<file path="src/rtl/hazard_scoreboard_if.sv">
// ID-stage <-> hazard/forwarding scoreboard signal bundle.
// master = ID stage (issues instructions), slave = scoreboard.
interface hazard_scoreboard_if #(
    parameter int XLEN  = 32,
    parameter int AW    = 5,
    parameter int DEPTH = 3
);
    logic                  issue_valid;
    logic [AW-1:0]         issue_rd;
    logic                  issue_wen;
    logic                  issue_is_load;
    logic                  flush;
    logic [AW-1:0]         src1_addr;
    logic [AW-1:0]         src2_addr;
    logic [XLEN-1:0]       rf_rs1_data;
    logic [XLEN-1:0]       rf_rs2_data;
    logic [DEPTH*XLEN-1:0] stage_data;
    logic                  stall;
    logic [XLEN-1:0]       fwd_rs1_data;
    logic [XLEN-1:0]       fwd_rs2_data;
    logic [3:0]            fwd1_sel;
    logic [3:0]            fwd2_sel;
    logic [3:0]            pending_cnt;

    modport master (
        output issue_valid, issue_rd, issue_wen, issue_is_load, flush,
        output src1_addr, src2_addr, rf_rs1_data, rf_rs2_data, stage_data,
        input  stall, fwd_rs1_data, fwd_rs2_data, fwd1_sel, fwd2_sel, pending_cnt
    );

    modport slave (
        input  issue_valid, issue_rd, issue_wen, issue_is_load, flush,
        input  src1_addr, src2_addr, rf_rs1_data, rf_rs2_data, stage_data,
        output stall, fwd_rs1_data, fwd_rs2_data, fwd1_sel, fwd2_sel, pending_cnt
    );
endinterface

</file>
<file path="src/rtl/hazard_scoreboard.sv">
// Parametrised hazard/forwarding scoreboard: shifting slot array of in-flight writes.
// Optional macro SCOREBOARD_STATS_EN adds saturating stall_cycles / fwd_hits counters.
module hazard_scoreboard #(
    parameter int XLEN     = 32,
    parameter int AW       = 5,
    parameter int DEPTH    = 3,
    parameter int LOAD_LAT = 1
) (
    input  logic                clk,
    input  logic                reset,
    hazard_scoreboard_if.slave  bus
`ifdef SCOREBOARD_STATS_EN
    ,
    output logic [31:0]         stall_cycles,
    output logic [31:0]         fwd_hits
`endif
);

    localparam int AVW = 4;

    typedef struct packed {
        logic            ready;
        logic [3:0]      sel;
        logic [XLEN-1:0] data;
    } look_t;

    logic [DEPTH-1:0]      slot_v;
    logic [AW-1:0]         slot_rd    [DEPTH];
    logic [AVW-1:0]        slot_avail [DEPTH];
    logic [DEPTH-1:0]      next_v;
    logic [3:0]            pending_cnt;
    logic [DEPTH*XLEN-1:0] stage_data;
    logic                  issue_valid;
    logic                  stall;
    logic                  insert;
    look_t                 look1;
    look_t                 look2;

    assign stage_data  = bus.stage_data;
    assign issue_valid = bus.issue_valid;

    function automatic logic [3:0] count_ones(input logic [DEPTH-1:0] v);
        logic [3:0] n;
        n = '0;
        for (int k = 0; k < DEPTH; k++) n = n + 4'(v[k]);
        return n;
    endfunction

    function automatic logic [31:0] sat_add(input logic [31:0] a, input logic [1:0] b);
        logic [32:0] s;
        s = {1'b0, a} + 33'(b);
        return s[32] ? 32'hFFFF_FFFF : s[31:0];
    endfunction

    // Youngest matching writer wins; a load that has not reached LOAD_LAT is not ready.
    function automatic look_t lookup(input logic [AW-1:0] addr, input logic [XLEN-1:0] rf,
                                     input logic valid, input logic in_reset);
        look_t r;
        logic  hit;
        r.ready = 1'b1;
        r.sel   = '0;
        r.data  = rf;
        hit     = 1'b0;
        if (valid && !in_reset && addr != '0) begin
            for (int k = 0; k < DEPTH; k++) begin
                if (!hit && slot_v[k] && slot_rd[k] == addr) begin
                    hit = 1'b1;
                    if (AVW'(k) >= slot_avail[k]) begin
                        r.sel  = 4'(k + 1);
                        r.data = stage_data[k*XLEN +: XLEN];
                    end else begin
                        r.ready = 1'b0;
                    end
                end
            end
        end
        return r;
    endfunction

    always_comb begin
        look1  = lookup(bus.src1_addr, bus.rf_rs1_data, issue_valid, reset);
        look2  = lookup(bus.src2_addr, bus.rf_rs2_data, issue_valid, reset);
        stall  = (!look1.ready || !look2.ready) && !bus.flush;
        insert = issue_valid && bus.issue_wen && (bus.issue_rd != '0) && !stall && !bus.flush;
        next_v = {slot_v[DEPTH-2:0], insert};
    end

    assign bus.stall        = stall;
    assign bus.fwd1_sel     = look1.sel;
    assign bus.fwd2_sel     = look2.sel;
    assign bus.fwd_rs1_data = look1.data;
    assign bus.fwd_rs2_data = look2.data;
    assign bus.pending_cnt  = pending_cnt;

    // Slot shift: valid bits and count are reset, payload fields are not.
    always_ff @(posedge clk or posedge reset) begin
        if (reset) begin
            slot_v      <= '0;
            pending_cnt <= '0;
        end else begin
            slot_v      <= next_v;
            pending_cnt <= count_ones(next_v);
        end
    end

    always_ff @(posedge clk) begin
        slot_rd[0]    <= bus.issue_rd;
        slot_avail[0] <= bus.issue_is_load ? AVW'(LOAD_LAT) : '0;
        for (int k = 1; k < DEPTH; k++) begin
            slot_rd[k]    <= slot_rd[k-1];
            slot_avail[k] <= slot_avail[k-1];
        end
    end

`ifdef SCOREBOARD_STATS_EN
    logic [1:0] hit_cnt;

    always_comb begin
        hit_cnt = '0;
        if (issue_valid && !stall && !bus.flush)
            hit_cnt = 2'(look1.sel != '0) + 2'(look2.sel != '0);
    end

    always_ff @(posedge clk or posedge reset) begin
        if (reset) begin
            stall_cycles <= '0;
            fwd_hits     <= '0;
        end else begin
            stall_cycles <= sat_add(stall_cycles, {1'b0, stall});
            fwd_hits     <= sat_add(fwd_hits, hit_cnt);
        end
    end
`endif

endmodule

</file>
<file path="src/flat_wrapper.sv">
// flat-port wrapper written by rule: the top's interface ports become plain ports
module hazard_scoreboard_flat 
#(
    parameter int XLEN     = 32,
    parameter int AW       = 5,
    parameter int DEPTH    = 3,
    parameter int LOAD_LAT = 1
)
  (clk, reset, bus_issue_valid, bus_issue_rd, bus_issue_wen, bus_issue_is_load, bus_flush, bus_src1_addr, bus_src2_addr, bus_rf_rs1_data, bus_rf_rs2_data, bus_stage_data, bus_stall, bus_fwd_rs1_data, bus_fwd_rs2_data, bus_fwd1_sel, bus_fwd2_sel, bus_pending_cnt);
  hazard_scoreboard_if #(.XLEN(XLEN), .AW(AW), .DEPTH(DEPTH)) bus_i ();
  input  logic clk;
  input  logic reset;
  input wire logic [$bits(bus_i.issue_valid)-1:0] bus_issue_valid;
  input wire logic [$bits(bus_i.issue_rd)-1:0] bus_issue_rd;
  input wire logic [$bits(bus_i.issue_wen)-1:0] bus_issue_wen;
  input wire logic [$bits(bus_i.issue_is_load)-1:0] bus_issue_is_load;
  input wire logic [$bits(bus_i.flush)-1:0] bus_flush;
  input wire logic [$bits(bus_i.src1_addr)-1:0] bus_src1_addr;
  input wire logic [$bits(bus_i.src2_addr)-1:0] bus_src2_addr;
  input wire logic [$bits(bus_i.rf_rs1_data)-1:0] bus_rf_rs1_data;
  input wire logic [$bits(bus_i.rf_rs2_data)-1:0] bus_rf_rs2_data;
  input wire logic [$bits(bus_i.stage_data)-1:0] bus_stage_data;
  output wire logic [$bits(bus_i.stall)-1:0] bus_stall;
  output wire logic [$bits(bus_i.fwd_rs1_data)-1:0] bus_fwd_rs1_data;
  output wire logic [$bits(bus_i.fwd_rs2_data)-1:0] bus_fwd_rs2_data;
  output wire logic [$bits(bus_i.fwd1_sel)-1:0] bus_fwd1_sel;
  output wire logic [$bits(bus_i.fwd2_sel)-1:0] bus_fwd2_sel;
  output wire logic [$bits(bus_i.pending_cnt)-1:0] bus_pending_cnt;
  assign bus_i.issue_valid = bus_issue_valid;
  assign bus_i.issue_rd = bus_issue_rd;
  assign bus_i.issue_wen = bus_issue_wen;
  assign bus_i.issue_is_load = bus_issue_is_load;
  assign bus_i.flush = bus_flush;
  assign bus_i.src1_addr = bus_src1_addr;
  assign bus_i.src2_addr = bus_src2_addr;
  assign bus_i.rf_rs1_data = bus_rf_rs1_data;
  assign bus_i.rf_rs2_data = bus_rf_rs2_data;
  assign bus_i.stage_data = bus_stage_data;
  assign bus_stall = bus_i.stall;
  assign bus_fwd_rs1_data = bus_i.fwd_rs1_data;
  assign bus_fwd_rs2_data = bus_i.fwd_rs2_data;
  assign bus_fwd1_sel = bus_i.fwd1_sel;
  assign bus_fwd2_sel = bus_i.fwd2_sel;
  assign bus_pending_cnt = bus_i.pending_cnt;
  hazard_scoreboard #(.XLEN(XLEN), .AW(AW), .DEPTH(DEPTH), .LOAD_LAT(LOAD_LAT)) u_core (.clk(clk), .reset(reset), .bus(bus_i));
endmodule
</file>
<file path="config.mk">
export PLATFORM = sky130hd
export DESIGN_NAME = hazard_scoreboard_flat
export DESIGN_NICKNAME = d
export VERILOG_FILES = /design/src/rtl/hazard_scoreboard_if.sv /design/src/rtl/hazard_scoreboard.sv /design/src/flat_wrapper.sv
export SDC_FILE = /design/constraint.sdc
export NUM_CORES = 1
export LEC_CHECK = 0
export ABC_CLOCK_PERIOD_IN_PS = 6000
export BUFFER_PORTS_ARGS = -buffer_cell sky130_fd_sc_hd__buf_4
export CAP_MARGIN = 30
export CORE_MARGIN = 4
export CORE_UTILIZATION = 43
export CTS_CLUSTER_SIZE = 28
export DETAILED_ROUTE_END_ITERATION = 10
export MAX_ROUTING_LAYER = met4
export PLACE_DENSITY = 0.82
export SYNTH_ARGS = -nofsm -noshare
export SYNTH_HDL_FRONTEND = slang
export SYNTH_SLANG_ARGS = --single-unit
</file>
<file path="constraint.sdc">
create_clock -name clk -period 6 [get_ports clk]
set_input_delay 1.2 -clock clk [delete_from_list [all_inputs] [get_ports clk]]
set_output_delay 1.2 -clock clk [all_outputs]
set_load 0.1 [all_outputs]
</file>
# [Word-level counts from Yosys, hierarchy flattened]
# Memories as Yosys holds them, arrays and structs flattened.
# Cells that the tools add are included.
[word_totals] regBits=7 mem_bits_rw=27 input_bits=181 output_inout_bits=77 wordCells=74 n_memories=2
[memory_table] memory="u_core.slot_rd" words=3 word_bits=5 rd=3 rd_ports_with_merged_regs=0 write_ports=3 line="hazard_scoreboard.sv:28" source="logic [AW-1:0] slot_rd [DEPTH];"
[memory_table] memory="u_core.slot_avail" words=3 word_bits=4 rd=3 rd_ports_with_merged_regs=0 write_ports=3 line="hazard_scoreboard.sv:29" source="logic [AVW-1:0] slot_avail [DEPTH];"
[classes] addsub=2 magnitude_cmp=3 n_eq_ne=6 muxes=28 reduce_logical=31
[ops] operator="37-bit 2-to-1 mux" count=8
[ops] operator="36-bit 2-to-1 mux" count=4
[ops] operator="33-bit 2-to-1 mux" count=2
[ops] operator="5-bit equality test" count=6
[ops] operator="1-bit logical AND" count=18
[ops] operator="5-bit nonzero test" count=3
[ops] operator="1-bit 2-to-1 mux" count=14
[ops] operator="1-bit zero test" count=9
[ops] operator="1-bit by 4-bit greater-or-equal comparator with 1-bit output (first input constant)" count=2
[ops] operator="4-bit by 1-bit adder with 4-bit output" count=1
[ops] operator="2-bit by 4-bit greater-or-equal comparator with 1-bit output (first input constant)" count=1
[ops] operator="1-bit by 1-bit adder with 2-bit output" count=1
[ops] operator="1-bit logical OR" count=1

# [Depth between registers and ports, before layout]
# Gate-level depths: netlist of the first run.
# An unclocked memory read counts as a cell.
[depth] ltp_word=23 depth_mapped=9 ltp_nobuf=8

# [Least setup slack after synthesis of the first run]
# No wires, ideal clock.
[synth_path] kind="input to output" start="in bus_src2_addr[0]" end="out bus_stall" t_arrival_ps=4241 required_ps=4800 slack_ps=559 stages=5 path_buffers=1 path_cell_list="buf_2 -> xnor2_1 -> and4bb_4 -> nand3_1 -> a211oi_1"
[synth_between] elab_chain_cells=17 elab_cells_between_ends=25 classes_between="eq/ne: 3; mux: 10; reduce/logical: 12"
[synth_rtl] element="start, declared" line="flat_wrapper.sv:19" source="input wire logic [$bits(bus_i.src2_addr)-1:0] bus_src2_addr;"
[synth_rtl] element="5-bit equality test" line="hazard_scoreboard.sv:66" source="if (!hit && slot_v[k] && slot_rd[k] == addr) begin"
[synth_rtl] element="1-bit logical AND" line="hazard_scoreboard.sv:66"
[synth_rtl] element="1-bit 2-to-1 mux" line="hazard_scoreboard.sv:66"
[synth_rtl] element="1-bit 2-to-1 mux" line="hazard_scoreboard.sv:64" source="if (valid && !in_reset && addr != '0) begin"
[synth_rtl] element="1-bit zero test" line="hazard_scoreboard.sv:66"
[synth_rtl] element="1-bit logical AND (2 in a row)" line="hazard_scoreboard.sv:66"
[synth_rtl] element="1-bit 2-to-1 mux" line="hazard_scoreboard.sv:66"
[synth_rtl] element="1-bit 2-to-1 mux" line="hazard_scoreboard.sv:64"
[synth_rtl] element="1-bit zero test" line="hazard_scoreboard.sv:66"
[synth_rtl] element="1-bit logical AND (2 in a row)" line="hazard_scoreboard.sv:66"
[synth_rtl] element="37-bit 2-to-1 mux" line="hazard_scoreboard.sv:66"
[synth_rtl] element="37-bit 2-to-1 mux *" line="hazard_scoreboard.sv:64"
[synth_rtl] element="1-bit zero test *" line="hazard_scoreboard.sv:83" source="stall = (!look1.ready || !look2.ready) && !bus.flush;"
[synth_rtl] element="1-bit logical OR *" line="hazard_scoreboard.sv:83"
[synth_rtl] element="1-bit logical AND *" line="hazard_scoreboard.sv:83"
[synth_rtl] element="end, declared" line="flat_wrapper.sv:23" source="output wire logic [$bits(bus_i.stall)-1:0] bus_stall;"
# Every way passes the cells marked *; elsewhere a longest branch is shown, timed or not. The select of a mux whose other input is x is not followed.

# [Worst setup path after layout of the first run]
[layout_path] start="in bus_src2_addr[2]" end="out bus_fwd_rs2_data[10]"
[layout_between] elab_chain_cells=14 elab_cells_between_ends=22 classes_between="eq/ne: 3; mux: 10; reduce/logical: 9"
[layout_rtl] element="5-bit equality test" line="hazard_scoreboard.sv:66"
[layout_rtl] element="1-bit logical AND" line="hazard_scoreboard.sv:66"
[layout_rtl] element="1-bit 2-to-1 mux" line="hazard_scoreboard.sv:66"
[layout_rtl] element="1-bit 2-to-1 mux" line="hazard_scoreboard.sv:64"
[layout_rtl] element="1-bit zero test" line="hazard_scoreboard.sv:66"
[layout_rtl] element="1-bit logical AND (2 in a row)" line="hazard_scoreboard.sv:66"
[layout_rtl] element="1-bit 2-to-1 mux" line="hazard_scoreboard.sv:66"
[layout_rtl] element="1-bit 2-to-1 mux" line="hazard_scoreboard.sv:64"
[layout_rtl] element="1-bit zero test" line="hazard_scoreboard.sv:66"
[layout_rtl] element="1-bit logical AND (2 in a row)" line="hazard_scoreboard.sv:66"
[layout_rtl] element="37-bit 2-to-1 mux" line="hazard_scoreboard.sv:66"
[layout_rtl] element="37-bit 2-to-1 mux *" line="hazard_scoreboard.sv:64"
[layout_rtl] element="end, declared" line="flat_wrapper.sv:25" source="output wire logic [$bits(bus_i.fwd_rs2_data)-1:0] bus_fwd_rs2_data;"
# Marked as above.

==> results of run 1 <==
==> final timing paths <==
check | endpoint | from | cells past startpoint
hold reg to reg | u_core.slot_rd[0][11] | u_core.slot_rd[0][6] | 0
max in group asynchronous | u_core.slot_v[1] | reset | 2
setup reg to reg | u_core.bus.pending_cnt[2] | u_core.slot_rd[0][3] | 8
setup / recovery | bus_fwd_rs2_data[10] | bus_src2_addr[2] | 8
hold / removal | u_core.slot_rd[0][11] | u_core.slot_rd[0][6] | 0
min in group asynchronous | u_core.bus.pending_cnt[1] | reset | 2
==> cells by family after synthesis <==
| logic type | count (synthesis) | synth area share, % |
|---|---|---|
| adder cells (fa/ha/maj) | 4 | 1.385 |
| AO/OA/AOI/OAI | 203 | 42.28 |
| other | 1 | 0.09025 |
| buffers and inverters | 132 | 13.88 |
| XOR/XNOR | 30 | 6.323 |
| AND/OR/NAND/NOR | 201 | 24.72 |
| flip-flops | 22 | 11.32 |
==> final cells by class <==
class / count / area (sq um) / area share, %
multi-input cells: 443 / 3174 / 51.46
repair buffers: 270 / 2052 / 33.27
flip-flops and latches: 22 / 470.5 / 7.627
inverters: 68 / 255.2 / 4.138
well taps: 129 / 161.4 / 2.617
clock buffers: 4 / 55.05 / 0.8925
==> sequential cells by signal (all words and copies together), names as in the netlist <==
| name | count |
|---|---|
| u_core.slot_rd | 15 |
| u_core.slot_avail | 1 |
| u_core.slot_v | 3 |
| u_core.bus.pending_cnt | 3 |
==> routing by layer <==
metal	up-vias	GRT usage [%]	part of all wire [%]
met5	-	-	0
met2	433	53.21	48
met1	2768	37.29	37
li1	2646	-	-
met3	83	4.857	10
met4	0	16.10	4.7
==> worst max-delay path: stages <==
cell	delay, ns
buf_4	0.13
xor2_1	0.14
nand4bb_2	0.62
o2111a_2	0.77
buf_4	0.34
a211o_1	0.25
a221oi_2	0.27
buf_4	0.35
==> cells in the mapped netlist (14+ instances only) <==
cell type	instances
a211o_1	30
inv_1	68
buf_2	14
a31oi_1	32
clkbuf_1	36
a221oi_2	30
nand2_1	37
nor2_1	41
nor3_1	33
dfxtp_1	16
a21oi_1	33
nand3_1	35
o221ai_1	32
xnor2_1	19
a211oi_1	31
and3_1	34
==> report_power, final <==
part           internal, W  switching [W]
Combinational     0.000166       0.000361
Sequential        0.000154     0.00000821
Clock            0.0000586      0.0000490
==> metrics by stage <==
step	util, %	setup WS (ns)	total power [W]	hold WS (ns)	area [sq um]
floorplan	-	0.5590	0.0005008	0.3732	4170
global placement	65.54	0.8286	0.0006804	0.3801	6113
detailed placement	65.54	0.7513	0.0006881	0.3864	6113
CTS	66.13	0.7500	0.0007940	0.3972	6168
global route	66.13	0.5017	0.0008263	0.4058	6168
finish	66.13	0.6919	0.0007977	0.3980	6168
==> qor.yml, run 1 <==
floorplan:
  fp-row-count: 35
  dieArea_sq_um: 11300
  initial_core_util_pct: 44.55
  dieHeight_microns: 106.3
  core_sq_um: 9328
  die_x_microns: 106.3
  io_pins: 258
yosys:
  synth_top_area_cell: "a221oi_2"
  synth_cell_types: 46
  synth_edf_count: 0
  ys.flop_type: "dfxtp_1"
  synth.ff_latch_count: 22
  syn_area_per_cell_sq_um: 7.007
  syn_area_sq_um: 4155
  ys.warnings.count: 0
  synth.area.top_cells: "a221oi_2 (11%), dfxtp_1 (7.7%), o221ai_1 (6.7%)"
  ys_seq_area_share_pct: 11.32
  synth_top_area_share_pct: 10.84
  async_reset_ff_share_pct: 27.27
  netlist_instances: 593
worst_setup_path:
  required_ns: 4.80
  rrSetupSlack_ns: 3.31
  path_max_fanout: 47
  startpoint_type: "input pin"
  critical_path_arrival_ns: 4.11
  crit_type: "input pin to output pin"
  critPathCaptureType: "output pin"
global_routing:
  grt_pass1_wl_mm: 29.30
  grt_pass1_vias: 6000
  grt_usage_pct: 31.91
  grt_max_degree: 48
  antenna_found_initial: 0
  grt.overflow.total: 0
place:
  gp_congestion: 0.9617
  port_buffers: 252
  place_inst: 932
  dp_hpwl_mm: 14.13
timing:
  hold_viol: 0
  fmax_mhz: 188.4
  tightest_slew_ns: 0.9375
  drv_slew: 0
  fin_crit_sh_pct: 88.47
  tns_ns: 0
  rsz0062_at_grt: "no"
  setup_viol: 0
  max_slew_margin_pct: 37.50
  finalClockSkew_ns: 0.007449
  fin_crit_ns: 5.308
pwr:
  p_leak_nw: 3.049
  vdd_drop_max_uv: 186.2
  powerDensity_nw_per_um2: 129.3
routing:
  dr.pass1.iters: 6
  num_vias: 5930
  wl_per_cell_microns: 20.15
  drt_iter0_markers: 541
  wirelength_mm: 18.86
  drt_drc_violations_left: 0
  viasPerCell: 6.335
  drtAntennaViolNets: 0
clock_tree:
  clock_path_buffers: 2
  holdBufCountCts: 0
  cts_tree: "built"
  clk-insertion-delay-late_ns: 0.27
  ctsResizeCount: 0
  path_clk_slew_ns: 0.08
  clock-sinks: 22
  clockRootBuffer: "clkbuf_8"
  numCtsBuffers: 3
  h-tree-depth: 1
  cts_setup_buffers: 0
final_layout:
  final_nets: 993
  drive_gt1_share_pct: 40.15
  final_cell_mix: "buf_4 (268), inv_1 (68), nor2_1 (38)"
  antenna_cells: 0
  final-instance-count-excl-fill: 936
  fill_cells: 807
  syn2layout_area_growth_pct: 48.45
  final_common_cell: "buf_4"
job:
  maxCapViolCount: 0
run_status:
  status: "complete, no violations"
hold_path:
  hp-class: "flip-flop to flip-flop"
Note: power is estimated with default switching activity, not from simulation.
==> run 2, diff against run 1 <==
--- a/config.mk
+++ b/config.mk
@@ -5,15 +5,16 @@
 export SDC_FILE = /design/constraint.sdc
 export NUM_CORES = 1
 export LEC_CHECK = 0
-export ABC_CLOCK_PERIOD_IN_PS = 6000
+export ABC_CLOCK_PERIOD_IN_PS = 5700
 export BUFFER_PORTS_ARGS = -buffer_cell sky130_fd_sc_hd__buf_4
 export CAP_MARGIN = 30
 export CORE_MARGIN = 4
-export CORE_UTILIZATION = 43
+export CORE_UTILIZATION = 45
+export CTS_CLUSTER_DIAMETER = 30
 export CTS_CLUSTER_SIZE = 28
 export DETAILED_ROUTE_END_ITERATION = 10
 export MAX_ROUTING_LAYER = met4
-export PLACE_DENSITY = 0.82
+export PLACE_DENSITY = 0.86
 export SYNTH_ARGS = -nofsm -noshare
 export SYNTH_HDL_FRONTEND = slang
 export SYNTH_SLANG_ARGS = --single-unit
==> constraint.sdc (replaced) <==
create_clock -name clk -period 5.7 [get_ports clk]
set_input_delay 1.14 -clock clk [delete_from_list [all_inputs] [get_ports clk]]
set_output_delay 1.14 -clock clk [all_outputs]
set_load 0.1 [all_outputs]
==> run 2 against run 1 <==
Effect of this change: setup slack worse by 0.15 ns; flip-flop and latch count stayed put; critical endpoint is now bus_fwd_rs2_data[0]; die area is 4.1% lower; largest power group unchanged; non-clock buffer count is 1 higher; via count is 0.37% lower; power is 9.3% higher; combinational power is 5.1% higher; cell count is 2.1% lower.
==> qor.yml, run 2 (same netlist as run 1, synthesis figures left out) <==
run_status:
  status: "complete, no violations"
global_routing:
  grt.overflow.total: 0
  antenna_found_initial: 0
  grt_max_degree: 47
  grt_pass1_vias: 6098
  grt_pass1_wl_mm: 29.48
  grt_usage_pct: 32.91
worst_setup_path:
  path_max_fanout: 46
  critical_path_arrival_ns: 4.01
  required_ns: 4.56
  crit_slowest_cell: "o2111a_2"
  crit_type: "input pin to output pin"
  critPathCaptureType: "output pin"
  max_stage_delay_ns: 0.73
  startpoint_type: "input pin"
  path_cells: "buf_4 -> xnor2_1 -> nand4bb_2 -> o2111a_2 -> buf_4 -> a211o_1 -> a221oi_2 -> buf_4"
  crit_top_cell: "buf_4"
final_layout:
  largest_reg_flops: 15
  final_cell_mix: "buf_4 (270), inv_1 (68), nor2_1 (38)"
  fill_cells: 721
  drive_gt1_share_pct: 40.10
  regArea_sq_um: 470.5
  final_nets: 994
  fin_util_pct: 69.49
  final_common_cell: "buf_4"
  antenna_cells: 0
  top_regs: "u_core.slot_rd x15, u_core.bus.pending_cnt x3, u_core.slot_v x3"
  final-instance-count-excl-fill: 916
  multiInputGateArea_sq_um: 3169
  syn2layout_area_growth_pct: 47.97
  top_register: "u_core.slot_rd"
routing:
  drt_iter0_markers: 501
  viasPerCell: 6.450
  wl_per_cell_microns: 20.41
  drt_drc_violations_left: 0
  dr.pass1.iters: 6
  drtAntennaViolNets: 0
  num_vias: 5908
  wirelength_mm: 18.70
place:
  port_buffers: 252
  dp_worst_setup_slack_ns: 0.5954
  dp_hpwl_mm: 14.06
  place_inst: 912
  gp_congestion: 0.9766
floorplan:
  core_sq_um: 8848
  initial_core_util_pct: 46.96
  fp-row-count: 34
  dieArea_sq_um: 10830
  die_x_microns: 104.1
  io_pins: 258
  dieHeight_microns: 104.1
timing:
  fin_crit_ns: 5.154
  drv_slew: 0
  max_slew_margin_pct: 37.22
  fin_crit_sh_pct: 90.41
  worst_slack_ns: 0.5465
  hold_viol: 0
  finalClockSkew_ns: 0.001821
  setup_viol: 0
  rsz0062_at_grt: "no"
  fmax_mhz: 194.0
  tightest_slew_ns: 0.9416
  tns_ns: 0
clock_tree:
  cts_tree: "built"
  clock-sinks: 22
  clk-insertion-delay-late_ns: 0.26
  clock_path_buffers: 2
  ctsResizeCount: 0
  holdBufCountCts: 0
  numCtsBuffers: 3
  path_clk_slew_ns: 0.08
  cts_setup_buffers: 0
  clockRootBuffer: "clkbuf_8"
  h-tree-depth: 1
pwr:
  p_leak_nw: 3.057
  powerDensity_nw_per_um2: 141.8
  vdd_drop_max_uv: 157.4
job:
  maxCapViolCount: 0
hold_path:
  hp-class: "flip-flop to flip-flop"
## run 2: cell count changes in the layout (fill, tap and decap cells not counted), sizes merged
cell    previous run  this run
bufinv             0         1
buf              270       271
clkbuf             4         3
## run 2: metrics by stage
stage                     cell area [sq um]  total power (W)  hold slack (ns)
after detailed placement               6077        0.0007232           0.3873
final                                  6148        0.0008716           0.4011
after global routing                   6148        0.0009023           0.4122
after floorplan                        4170        0.0005272           0.3732
after CTS                              6148        0.0008661           0.3982
after global placement                 6077        0.0007135           0.3881
## run 2: worst paths after layout
kind	slack, ns	end	cells after the start	startpoint
max in group asynchronous	4.70	u_core.slot_v[2]	2	reset
hold / removal	0.40	u_core.slot_rd[0][7]	0	u_core.slot_rd[0][2]
hold reg to reg	0.40	u_core.slot_rd[0][7]	0	u_core.slot_rd[0][2]
min in group asynchronous	0.80	u_core.bus.pending_cnt[0]	2	reset
setup reg to reg	3.00	u_core.bus.pending_cnt[2]	8	u_core.slot_rd[0][3]
setup / recovery	0.55	bus_fwd_rs2_data[0]	8	bus_src2_addr[4]
## run 2: where the power goes
part	total, W	internal (W)	switching [W]
clock network	0.000145	0.0000938	0.0000513
registers	0.000171	0.000162	0.00000903
logic	0.000555	0.000175	0.000380
## run 2: metal layers
| layer | vias to the layer above | wire length (microns) | track usage (%) | share of wire, % |
|---|---|---|---|---|
| met1 | 2653 | 6963 | 37.79 | 37 |
| met4 | 0 | 845 | 16.71 | 4.5 |
| met2 | 506 | 9054 | 55.62 | 48 |
| met5 | - | 0 | - | 0 |
| met3 | 96 | 1831 | 5.090 | 9.8 |
| li1 | 2653 | - | - | - |
## run 2: layout make-up
| cell class | instances | area share, % |
|---|---|---|
| multi-input cells | 443 | 51.55 |
| repair buffers | 271 | 33.29 |
| flip-flops and latches | 22 | 7.652 |
| inverters | 68 | 4.151 |
| well taps | 108 | 2.198 |
| clock buffers | 3 | 0.6716 |
| clock inverters | 1 | 0.4884 |
## run 2: critical path, delay by kind of cell
family,cells,cell delay (ns)
xor+xnor,1,0.24
buf+inv,3,0.83
compound gates,3,1.30
simple gates,1,0.47
